**src/rtl/dma_pkg.sv**
```systemverilog
// Shared definitions for the DMA I/O peripheral: FSM states and transfer
// direction encodings.
package dma_pkg;

    typedef enum logic [1:0] {
        ST_IDLE = 2'd0,
        ST_REQ  = 2'd1,
        ST_XFER = 2'd2,
        ST_DONE = 2'd3
    } dma_state_t;

    localparam logic MODE_SRC = 1'b0;
    localparam logic MODE_SNK = 1'b1;

    localparam int WAIT_W = 4;

endpackage

```
**src/rtl/dma_byte_fifo.sv**
```systemverilog
// Byte FIFO with a combinational head so the bus side can present data in
// the same cycle as the read strobe.
module dma_byte_fifo #(
    parameter int DEPTH = 4,
    localparam int AW = (DEPTH > 1) ? $clog2(DEPTH) : 1,
    localparam int CW = AW + 1
) (
    input  logic          clk,
    input  logic          srst,
    input  logic          push,
    input  logic          pop,
    input  logic [7:0]    wdata,
    output logic [7:0]    head,
    output logic [CW-1:0] count,
    output logic          full,
    output logic          empty
);

    logic [7:0]    mem [DEPTH];
    logic [AW-1:0] wr_ptr_reg;
    logic [AW-1:0] rd_ptr_reg;
    logic [CW-1:0] count_reg;
    logic          do_push;
    logic          do_pop;

    assign full    = (count_reg == CW'(DEPTH));
    assign empty   = (count_reg == '0);
    assign do_push = push & ~full;
    assign do_pop  = pop & ~empty;
    assign head    = mem[rd_ptr_reg];
    assign count   = count_reg;

    always_ff @(posedge clk) begin
        if (do_push) begin
            mem[wr_ptr_reg] <= wdata;
        end
    end

    // DEPTH is a power of two, so the pointers wrap by plain overflow.
    always_ff @(posedge clk) begin
        if (srst) begin
            wr_ptr_reg <= '0;
            rd_ptr_reg <= '0;
            count_reg  <= '0;
        end else begin
            if (do_push) begin
                wr_ptr_reg <= wr_ptr_reg + AW'(1);
            end
            if (do_pop) begin
                rd_ptr_reg <= rd_ptr_reg + AW'(1);
            end
            case ({do_push, do_pop})
                2'b10:   count_reg <= count_reg + CW'(1);
                2'b01:   count_reg <= count_reg - CW'(1);
                default: count_reg <= count_reg;
            endcase
        end
    end

endmodule

```
**src/rtl/dma_io_periph.sv**
```systemverilog
// DMA-capable I/O peripheral: a byte FIFO bridged between a device-side
// valid/ready port and an 8237-style DREQ/DACK/IOR/IOW bus with wait states.
module dma_io_periph
    import dma_pkg::*;
#(
    parameter int DEPTH       = 4,
    parameter int WAIT_CYCLES = 2
) (
    input  logic       CLK,
    input  logic       RST,
    input  logic       MODE,
    input  logic       DACK,
    input  logic       IOR,
    input  logic       IOW,
    input  logic       EOP,
    input  logic [7:0] Data_in,
    output logic [7:0] Data_out,
    output logic       DREQ,
    output logic       RDY,
    input  logic [7:0] DEV_WDATA,
    input  logic       DEV_WVALID,
    output logic       DEV_WREADY,
    output logic [7:0] DEV_RDATA,
    output logic       DEV_RVALID,
    input  logic       DEV_RREADY,
    output logic       DONE,
    input  logic       DONE_CLR
);

    localparam int CW = $clog2(DEPTH) + 1;
    localparam logic [CW-1:0]     DEPTH_C   = CW'(DEPTH);
    localparam logic [WAIT_W-1:0] WAIT_INIT = WAIT_W'(WAIT_CYCLES);

    dma_state_t        state_reg;
    dma_state_t        state_next;
    logic [WAIT_W-1:0] wait_reg;
    logic [WAIT_W-1:0] wait_next;
    logic              mode_reg;
    logic              mode_eff;
    logic              srst;

    logic [7:0]    fifo_head;
    logic [7:0]    fifo_wdata;
    logic [CW-1:0] fifo_count;
    logic          fifo_full;
    logic          fifo_empty;
    logic          fifo_push;
    logic          fifo_pop;
    logic          is_src;
    logic          avail;
    logic          bus_byte;
    logic          dev_push;
    logic          dev_pop;

    assign srst = ~RST;

    // Direction follows MODE only while idle; elsewhere the latched copy rules.
    assign mode_eff = (state_reg == ST_IDLE) ? MODE : mode_reg;
    assign is_src   = (mode_eff == MODE_SRC);
    assign avail    = is_src ? (fifo_count != '0) : (fifo_count < DEPTH_C);

    assign RDY  = !((state_reg == ST_XFER) && (wait_reg != '0));
    assign DONE = (state_reg == ST_DONE);

    assign bus_byte = (state_reg == ST_XFER) && DACK && RDY &&
                      (is_src ? (IOR && !fifo_empty) : (IOW && !fifo_full));

    assign Data_out = (DACK && IOR && !fifo_empty) ? fifo_head : 8'h00;

    assign DEV_WREADY = !fifo_full && (mode_eff == MODE_SRC);
    assign DEV_RVALID = !fifo_empty && (mode_eff == MODE_SNK);
    assign DEV_RDATA  = fifo_head;
    assign dev_push   = DEV_WVALID && DEV_WREADY;
    assign dev_pop    = DEV_RVALID && DEV_RREADY;

    assign fifo_push  = is_src ? dev_push : bus_byte;
    assign fifo_pop   = is_src ? bus_byte : dev_pop;
    assign fifo_wdata = is_src ? DEV_WDATA : Data_in;

    dma_byte_fifo #(
        .DEPTH(DEPTH)
    ) u_fifo (
        .clk   (CLK),
        .srst  (srst),
        .push  (fifo_push),
        .pop   (fifo_pop),
        .wdata (fifo_wdata),
        .head  (fifo_head),
        .count (fifo_count),
        .full  (fifo_full),
        .empty (fifo_empty)
    );

    always_ff @(posedge CLK) begin
        if (srst) begin
            state_reg <= ST_IDLE;
            wait_reg  <= '0;
            mode_reg  <= MODE;
        end else begin
            state_reg <= state_next;
            wait_reg  <= wait_next;
            if (state_reg == ST_IDLE) begin
                mode_reg <= MODE;
            end
        end
    end

    always_comb begin
        state_next = state_reg;
        wait_next  = wait_reg;
        DREQ       = 1'b0;
        case (state_reg)
            ST_IDLE: begin
                if (avail) begin
                    state_next = ST_REQ;
                end
            end
            ST_REQ: begin
                DREQ = 1'b1;
                if (DACK) begin
                    state_next = ST_XFER;
                    wait_next  = WAIT_INIT;
                end
            end
            ST_XFER: begin
                DREQ = avail;
                if (bus_byte) begin
                    wait_next = WAIT_INIT;
                end else if (wait_reg != '0) begin
                    wait_next = wait_reg - WAIT_W'(1);
                end
                if (!DACK) begin
                    state_next = ST_IDLE;
                end
            end
            ST_DONE: begin
                if (DONE_CLR) begin
                    state_next = ST_IDLE;
                end
            end
            default: state_next = ST_IDLE;
        endcase
        // End-of-process wins over every other transition; a coincident
        // byte still completes because bus_byte is independent of EOP.
        if (EOP && (state_reg != ST_DONE)) begin
            state_next = ST_DONE;
        end
    end

endmodule

```
**config.mk**
```make
export PLATFORM = sky130hd
export DESIGN_NAME = dma_io_periph
export DESIGN_NICKNAME = d
export VERILOG_FILES = /design/src/rtl/dma_pkg.sv /design/src/rtl/dma_byte_fifo.sv /design/src/rtl/dma_io_periph.sv
export SDC_FILE = /design/constraint.sdc
export NUM_CORES = 1
export LEC_CHECK = 0
export CAP_MARGIN = 0
export CORE_MARGIN = 2
export CORE_UTILIZATION = 45
export DETAILED_ROUTE_END_ITERATION = 8
export PLACE_DENSITY = 0.73
export SYNTH_ARGS = -nofsm -noshare
export SYNTH_HDL_FRONTEND = slang
export SYNTH_HIERARCHICAL = 1
export SYNTH_SLANG_ARGS = --single-unit
```
**constraint.sdc**
```tcl
create_clock -name CLK -period 6.6 [get_ports CLK]
set_clock_uncertainty 0.1 [all_clocks]
set_input_delay 1.98 -clock CLK [delete_from_list [all_inputs] [get_ports CLK]]
set_output_delay 1.98 -clock CLK [all_outputs]
set_load 0.01 [all_outputs]
```
==> results of run 1 <==
[cells by family (layout without fill, tap and decap cells)]
kind of cell | count (synthesis) | in the layout | share of synthesized area [%]
and+or+nand+nor | 79 | 79 | 17.0
buffers and inverters | 21 | 70 | 3.36
xor gates and xnor gates | 3 | 3 | 1.10
adders and majority gates | 12 | 12 | 6.62
DFF | 48 | 48 | 53.8
muxes | 11 | 11 | 8.89
AOI/OAI and AO/OA | 34 | 34 | 9.20
[per-layer routing]
metal	routed length (microns)	GRT usage, %
met3	225	2.82
met2	2360	30.5
met1	2140	20.5
met4	44	6.00
met5	0	0
[through the flow]
step                util, %  hold slack [ns]
detailed placement     57.0            0.384
CTS                    59.7            0.398
floorplan                 -            0.359
global route           59.7            0.461
global placement       57.0            0.374
finish                 59.7            0.400
[worst min path at each step]
stage / startpoint / to
final: u_fifo/rd_ptr_reg[1]$_SDFFE_PP0P_ / u_fifo/rd_ptr_reg[1]$_SDFFE_PP0P_
after detailed placement: u_fifo/rd_ptr_reg[1]$_SDFFE_PP0P_ / flop
after global placement: u_fifo/rd_ptr_reg[1]$_SDFFE_PP0P_ / u_fifo/rd_ptr_reg[1]$_SDFFE_PP0P_
after global routing: wait_reg[0]$_SDFFE_PN0P_ / wait_reg[0]$_SDFFE_PN0P_
after CTS: u_fifo/rd_ptr_reg[1]$_SDFFE_PP0P_ / flop
after floorplan: u_fifo/rd_ptr_reg[1]$_SDFFE_PP0P_ / flop
[synth_stat cells]
cell type,instances
o21bai_1,1
nand3_1,2
nand2_1,32
or3b_2,1
o21ai_0,6
a31oi_1,2
fa_1,1
a21o_1,2
a21oi_1,12
a2bb2oi_1,1
or3_1,3
inv_1,15
o21a_1,2
and2_1,12
dfxtp_1,16
edfxtp_1,32
o31a_1,1
nor4_1,2
nor2_1,12
o31ai_2,1
o22ai_1,3
nor3b_2,2
buf_1,2
xor2_1,3
nor2b_1,2
nand2b_1,6
nand4b_1,1
nor3_2,1
o21ai_1,1
mux2i_1,2
o41ai_2,1
clkbuf_1,3
o41ai_1,1
and3_1,2
mux4_2,8
buf_2,1
or4_1,1
mux2_2,1
ha_1,11
[critical path: stages]
cell and delay (ns):
clkdlybuf4s50_1 0.48, mux2_2 0.42, o41ai_1 0.27, a21oi_1 0.07, o21a_1 0.18, clkdlybuf4s50_1 0.47
[power breakdown]
part / internal [mW] / switching (mW)
Combinational: 0.102 / 0.111
Clock: 0.152 / 0.102
Sequential: 0.354 / 0.0179
[layout make-up]
class	instances	area (sq um)	area share [%]
timing repair buffer	47	468	15.3
multi-input combinational	139	1020	33.4
clock buffer	5	68.8	2.26
inverter	15	56.3	1.85
sequential	48	1280	42.0
clock inverter	3	68.8	2.26
tap	70	87.6	2.87
==> metrics.csv, run 1 <==
stage;metric;value;unit
cells_and_area;largest_register_ffs;32;
timing;slew_headroom;62.7;%
route;routedWlPerCell;14.6;microns
timing;finalSetupTns;0;ns
route;vias;1691;
timing;period_minus_slack;5.95;ns
clock_network;clkTransAtPathRegs;0.09;ns
cells_and_area;nets;294;
synthesis;syn_avg_cell_area;11.4;sq um
floorplanning;die_h;76.7;microns
grt;grt_overflow_total;0;
timing;hold_viol;0;
timing;max_slew.worst_pin.slew;0.559;ns
worst_hold_path;hp-class;flop to flop;
placed_design;hpwl;3.48;mm
grt;grt_pass1_vias;1662;
clock_network;htree_levels;2;
setup_path;arrival;3.87;ns
placed_design;placed_area;2910;sq um
synthesis;ys_types;39;
synthesis;synth_seq_cells;48;
run_status;status;completed;
grt;grt_start_max_net_pins;17;
setup_path;reg2reg_setup_slack;3.44;ns
cells_and_area;syn2layout_area_growth;28.1;%
floorplanning;io_pins;47;
synthesis;synth_nets;246;
synthesis;synth_area_leader_cell;edfxtp_1;
route;drt_iter0_drc;119;
placed_design;placedCellCount;319;
synthesis;synth_area;2380;sq um
synthesis;synthCells;208;
cells_and_area;layout_commonest_cell;clkdlybuf4s50_1;
cells_and_area;fin_cells;327;
setup_path;critPathLaunchType;input pin;
clock_network;cts_setup_buffers;0;
setup_path;worstRegToRegCells;14;
floorplanning;initial_utilization;46.6;%
placed_design;port-buffer-count;46;
setup_path;endpoint_kind;primary output;
floorplanning;die_width;76.7;microns
worst_hold_path;holdPathStages;2;
route;ant_nets;0;
setup_path;path_class;input pin to primary output;
route;finalWirelength;4.77;mm
timing;fin_crit_sh;90.2;%
synthesis;synth.yosys.warnings;6;
route;drc;0;
grt;antenna_found_initial;0;
placed_design;pre_cts_ws;0.647;ns
setup_path;critPathRequiredTime;4.52;ns
cells_and_area;finalInstanceArea;3050;sq um
power_and_ir_drop;vdd_ir_drop_max;0.166;mV
clock_network;cts-root-buf;clkbuf_8;
route;detail_route.vias_per_cell;5.17;
timing;fin_ws;0.645;ns
setup_path;setup.worst_path.start;MODE;
synthesis;yosysSeqAreaShare;53.8;%
setup_path;critPathMaxFanout;13;
clock_network;cts_tree;yes;
timing;max_freq;0.168;GHz
clock_network;cts_made_buffers;5;
route;first_pass_iters;4;
setup_path;timing.rr.start;state_reg[0]$_SDFFE_PN0P_;
placed_design;globalplace.congestion;0.777;
floorplanning;core.rowCount;26;
clock_network;clock_sinks;48;
floorplanning;fp.coreArea;5110;sq um
power_and_ir_drop;p_total;0.839;mW
cells_and_area;diodes;0;
cells_and_area;fillers;440;
flow_run;maxCapViolCount;0;
power_and_ir_drop;power.density;275;nW/um^2
synthesis;yosys-top-cells-area;edfxtp_1 40%, dfxtp_1 13%, mux4_2 7.6%;
clock_network;holdBufCountCts;0;
setup_path;reg2reg_to;u_fifo/count[2]$_SDFFE_PP0P_;
clock_network;clk_path_buf_depth;2;
power_and_ir_drop;leakagePower;1.12;nW
setup_path;crit_end;DREQ;
grt;grt_use_total;17.0;%
cells_and_area;final_cell_mix;46 x clkdlybuf4s50_1, 32 x nand2_1, 32 x edfxtp_1;
timing;maxSlewViolCount;0;
floorplanning;dieArea;5890;sq um
grt;grt_first_pass_wirelength;7.75;mm
cells_and_area;drive_gt1_share;9.34;%
timing;rsz0062_at_grt;no;
synthesis;synth_top_area_share;40.4;%
clock_network;clock_latency;0.30;ns
timing;setup_viol;0;
clock_network;post_cts_resize_count;0;
(Power assumes the default switching activity.)
==> inputs of run 2 (changes only) <==
--- a/config.mk
+++ b/config.mk
@@ -9,7 +9,7 @@
 export CORE_MARGIN = 2
 export CORE_UTILIZATION = 45
 export DETAILED_ROUTE_END_ITERATION = 8
-export PLACE_DENSITY = 0.73
+export PLACE_DENSITY = 0.69
 export SYNTH_ARGS = -nofsm -noshare
 export SYNTH_HDL_FRONTEND = slang
 export SYNTH_HIERARCHICAL = 1
==> metrics.csv, run 2 (synthesis results as in run 1) <==
stage;metric;value;unit
clock_network;cts_setup_buffers;0;
placed_design;globalplace.congestion;0.805;
clock_network;clkTransAtPathRegs;0.09;ns
setup_path;cp_num_buf_inv;2;
placed_design;hpwl;3.38;mm
route;finalWirelength;4.67;mm
setup_path;crit_end;DREQ;
grt;grt_overflow_total;0;
route;ant_nets;0;
power_and_ir_drop;p_sw_share;29.8;%
clock_network;cts_tree;yes;
grt;grt_use_total;17.3;%
setup_path;critPathRequiredTime;4.52;ns
run_status;status;completed;
setup_path;path_class;input pin to primary output;
clock_network;post_cts_resize_count;0;
timing;rsz0062_at_grt;no;
route;routedWlPerCell;14.3;microns
floorplanning;die_width;76.7;microns
timing;finalSetupTns;0;ns
setup_path;path_depth;6;
power_and_ir_drop;vdd_ir_drop_max;0.128;mV
clock_network;clock_sinks;48;
worst_hold_path;hp-class;flop to flop;
route;vias;1692;
clock_network;cts-root-buf;clkbuf_8;
setup_path;reg2reg_to;u_fifo/count[2]$_SDFFE_PP0P_;
grt;antenna_found_initial;0;
setup_path;crit_chain;clkdlybuf4s50_1 > mux2_2 > o41ai_1 > a21oi_1 > o21a_1 > clkdlybuf4s50_1;
route;drt_iter0_drc;75;
placed_design;pre_cts_ws;0.598;ns
setup_path;cp_slowest_cell;clkdlybuf4s50_1;
cells_and_area;nets;294;
setup_path;reg2reg_setup_slack;3.41;ns
grt;grt_start_max_net_pins;16;
clock_network;clock_latency;0.30;ns
setup_path;critPathLaunchType;input pin;
timing;fin_ws;0.609;ns
setup_path;arrival;3.91;ns
timing;fin_crit_sh;90.8;%
cells_and_area;largest_register_ffs;32;
power_and_ir_drop;pwr-share-comb;28.2;%
timing;period_minus_slack;5.99;ns
timing;maxSlewViolCount;0;
clock_network;clk_path_buf_depth;2;
cells_and_area;final_core_util;58.7;%
floorplanning;core.rowCount;26;
setup_path;worstRegToRegCells;14;
cells_and_area;diodes;0;
setup_path;timing.rr.start;wait_reg[0]$_SDFFE_PN0P_;
setup_path;cp_slowest_stage_delay;0.48;ns
placed_design;placedCellCount;319;
cells_and_area;syn2layout_area_growth;26.0;%
timing;setup_viol;0;
cells_and_area;drive_gt1_share;8.95;%
timing;max_freq;0.167;GHz
power_and_ir_drop;clkPwrFrac;22.6;%
power_and_ir_drop;power_frac_seq;49.2;%
timing;hold_viol;0;
route;first_pass_iters;4;
floorplanning;fp.coreArea;5110;sq um
route;detail_route.vias_per_cell;5.17;
grt;grt_first_pass_wirelength;7.92;mm
floorplanning;io_pins;47;
power_and_ir_drop;p_total;0.754;mW
setup_path;critPathTopFamily;buffers and inverters;
clock_network;cts_made_buffers;5;
cells_and_area;fin_cells;327;
clock_network;holdBufCountCts;0;
power_and_ir_drop;p_switching;0.224;mW
setup_path;critPathMaxFanout;13;
power_and_ir_drop;power.density;251;nW/um^2
timing;slew_headroom;63.0;%
placed_design;placed_area;2910;sq um
floorplanning;initial_utilization;46.6;%
flow_run;maxCapViolCount;0;
route;top_layer_used;met4;
setup_path;crit_path_frequent_cell;clkdlybuf4s50_1;
power_and_ir_drop;leakagePower;1.09;nW
route;wl_met3;193;microns
route;drc;0;
route;met1Wirelength;2.11;mm
clock_network;htree_levels;2;
cells_and_area;finalInstanceArea;3000;sq um
timing;hold_slack;0.423;ns
setup_path;endpoint_kind;primary output;
floorplanning;die_h;76.7;microns
cells_and_area;layout_commonest_cell;clkdlybuf4s50_1;
timing;max_slew.worst_pin.slew;0.554;ns
floorplanning;dieArea;5890;sq um
power_and_ir_drop;intPower;0.529;mW
route;wl_met2;2.29;mm
cells_and_area;final_cell_mix;46 x clkdlybuf4s50_1, 32 x nand2_1, 32 x edfxtp_1;
grt;grt_pass1_vias;1700;
placed_design;port-buffer-count;46;
setup_path;setup.worst_path.start;MODE;
## run 2: cell types whose count changed in the layout (fill, tap and decap cells not counted)
cell	before	now
bufinv_16	2	0
clkinvlp_4	0	2
clkinv_1	0	1
inv_6	1	0
## run 2: area by class of cell
type | count | area [sq um]
flip-flops and latches | 48 | 1280
well taps | 70 | 87.6
clock inverters | 3 | 18.8
clock buffers | 5 | 68.8
inverters | 15 | 56.3
fillers | 455 | 2110
repair buffers | 47 | 468
multi-input cells | 139 | 1020
## run 2: layer usage
metal / up-vias / track usage (%)
li1: 836 / -
met1: 809 / 21.3
met2: 40 / 29.6
met3: 7 / 3.88
met4: 0 / 6.55
met5: - / 0
## run 2: how the worst min path moves through the flow
stage / cells past startpoint / startpoint / endpoint / slack, ns
after floorplan: 2 / u_fifo/rd_ptr_reg[1]$_SDFFE_PP0P_ / flop / 0.36
after global placement: 2 / u_fifo/rd_ptr_reg[1]$_SDFFE_PP0P_ / u_fifo/rd_ptr_reg[1]$_SDFFE_PP0P_ / 0.38
after detailed placement: 2 / u_fifo/rd_ptr_reg[1]$_SDFFE_PP0P_ / flop / 0.39
after CTS: 2 / u_fifo/rd_ptr_reg[1]$_SDFFE_PP0P_ / flop / 0.41
after global routing: 2 / u_fifo/rd_ptr_reg[1]$_SDFFE_PP0P_ / flop / 0.46
final: 2 / u_fifo/rd_ptr_reg[1]$_SDFFE_PP0P_ / flop / 0.42
## run 2: power by group through the flow
stage / sequential (mW) / clock, mW / combinational (mW)
final: 0.371 / 0.171 / 0.212
after global routing: 0.374 / 0.187 / 0.240
after CTS: 0.371 / 0.176 / 0.214
after detailed placement: 0.378 / 0 / 0.212
after global placement: 0.377 / 0 / 0.210
after floorplan: 0.372 / 0 / 0.135
## run 2: tightest hold or removal path: stages (launching register included)
cell     delay (ns)
dfxtp_1        0.32
o21ai_0        0.08
a21oi_1        0.08
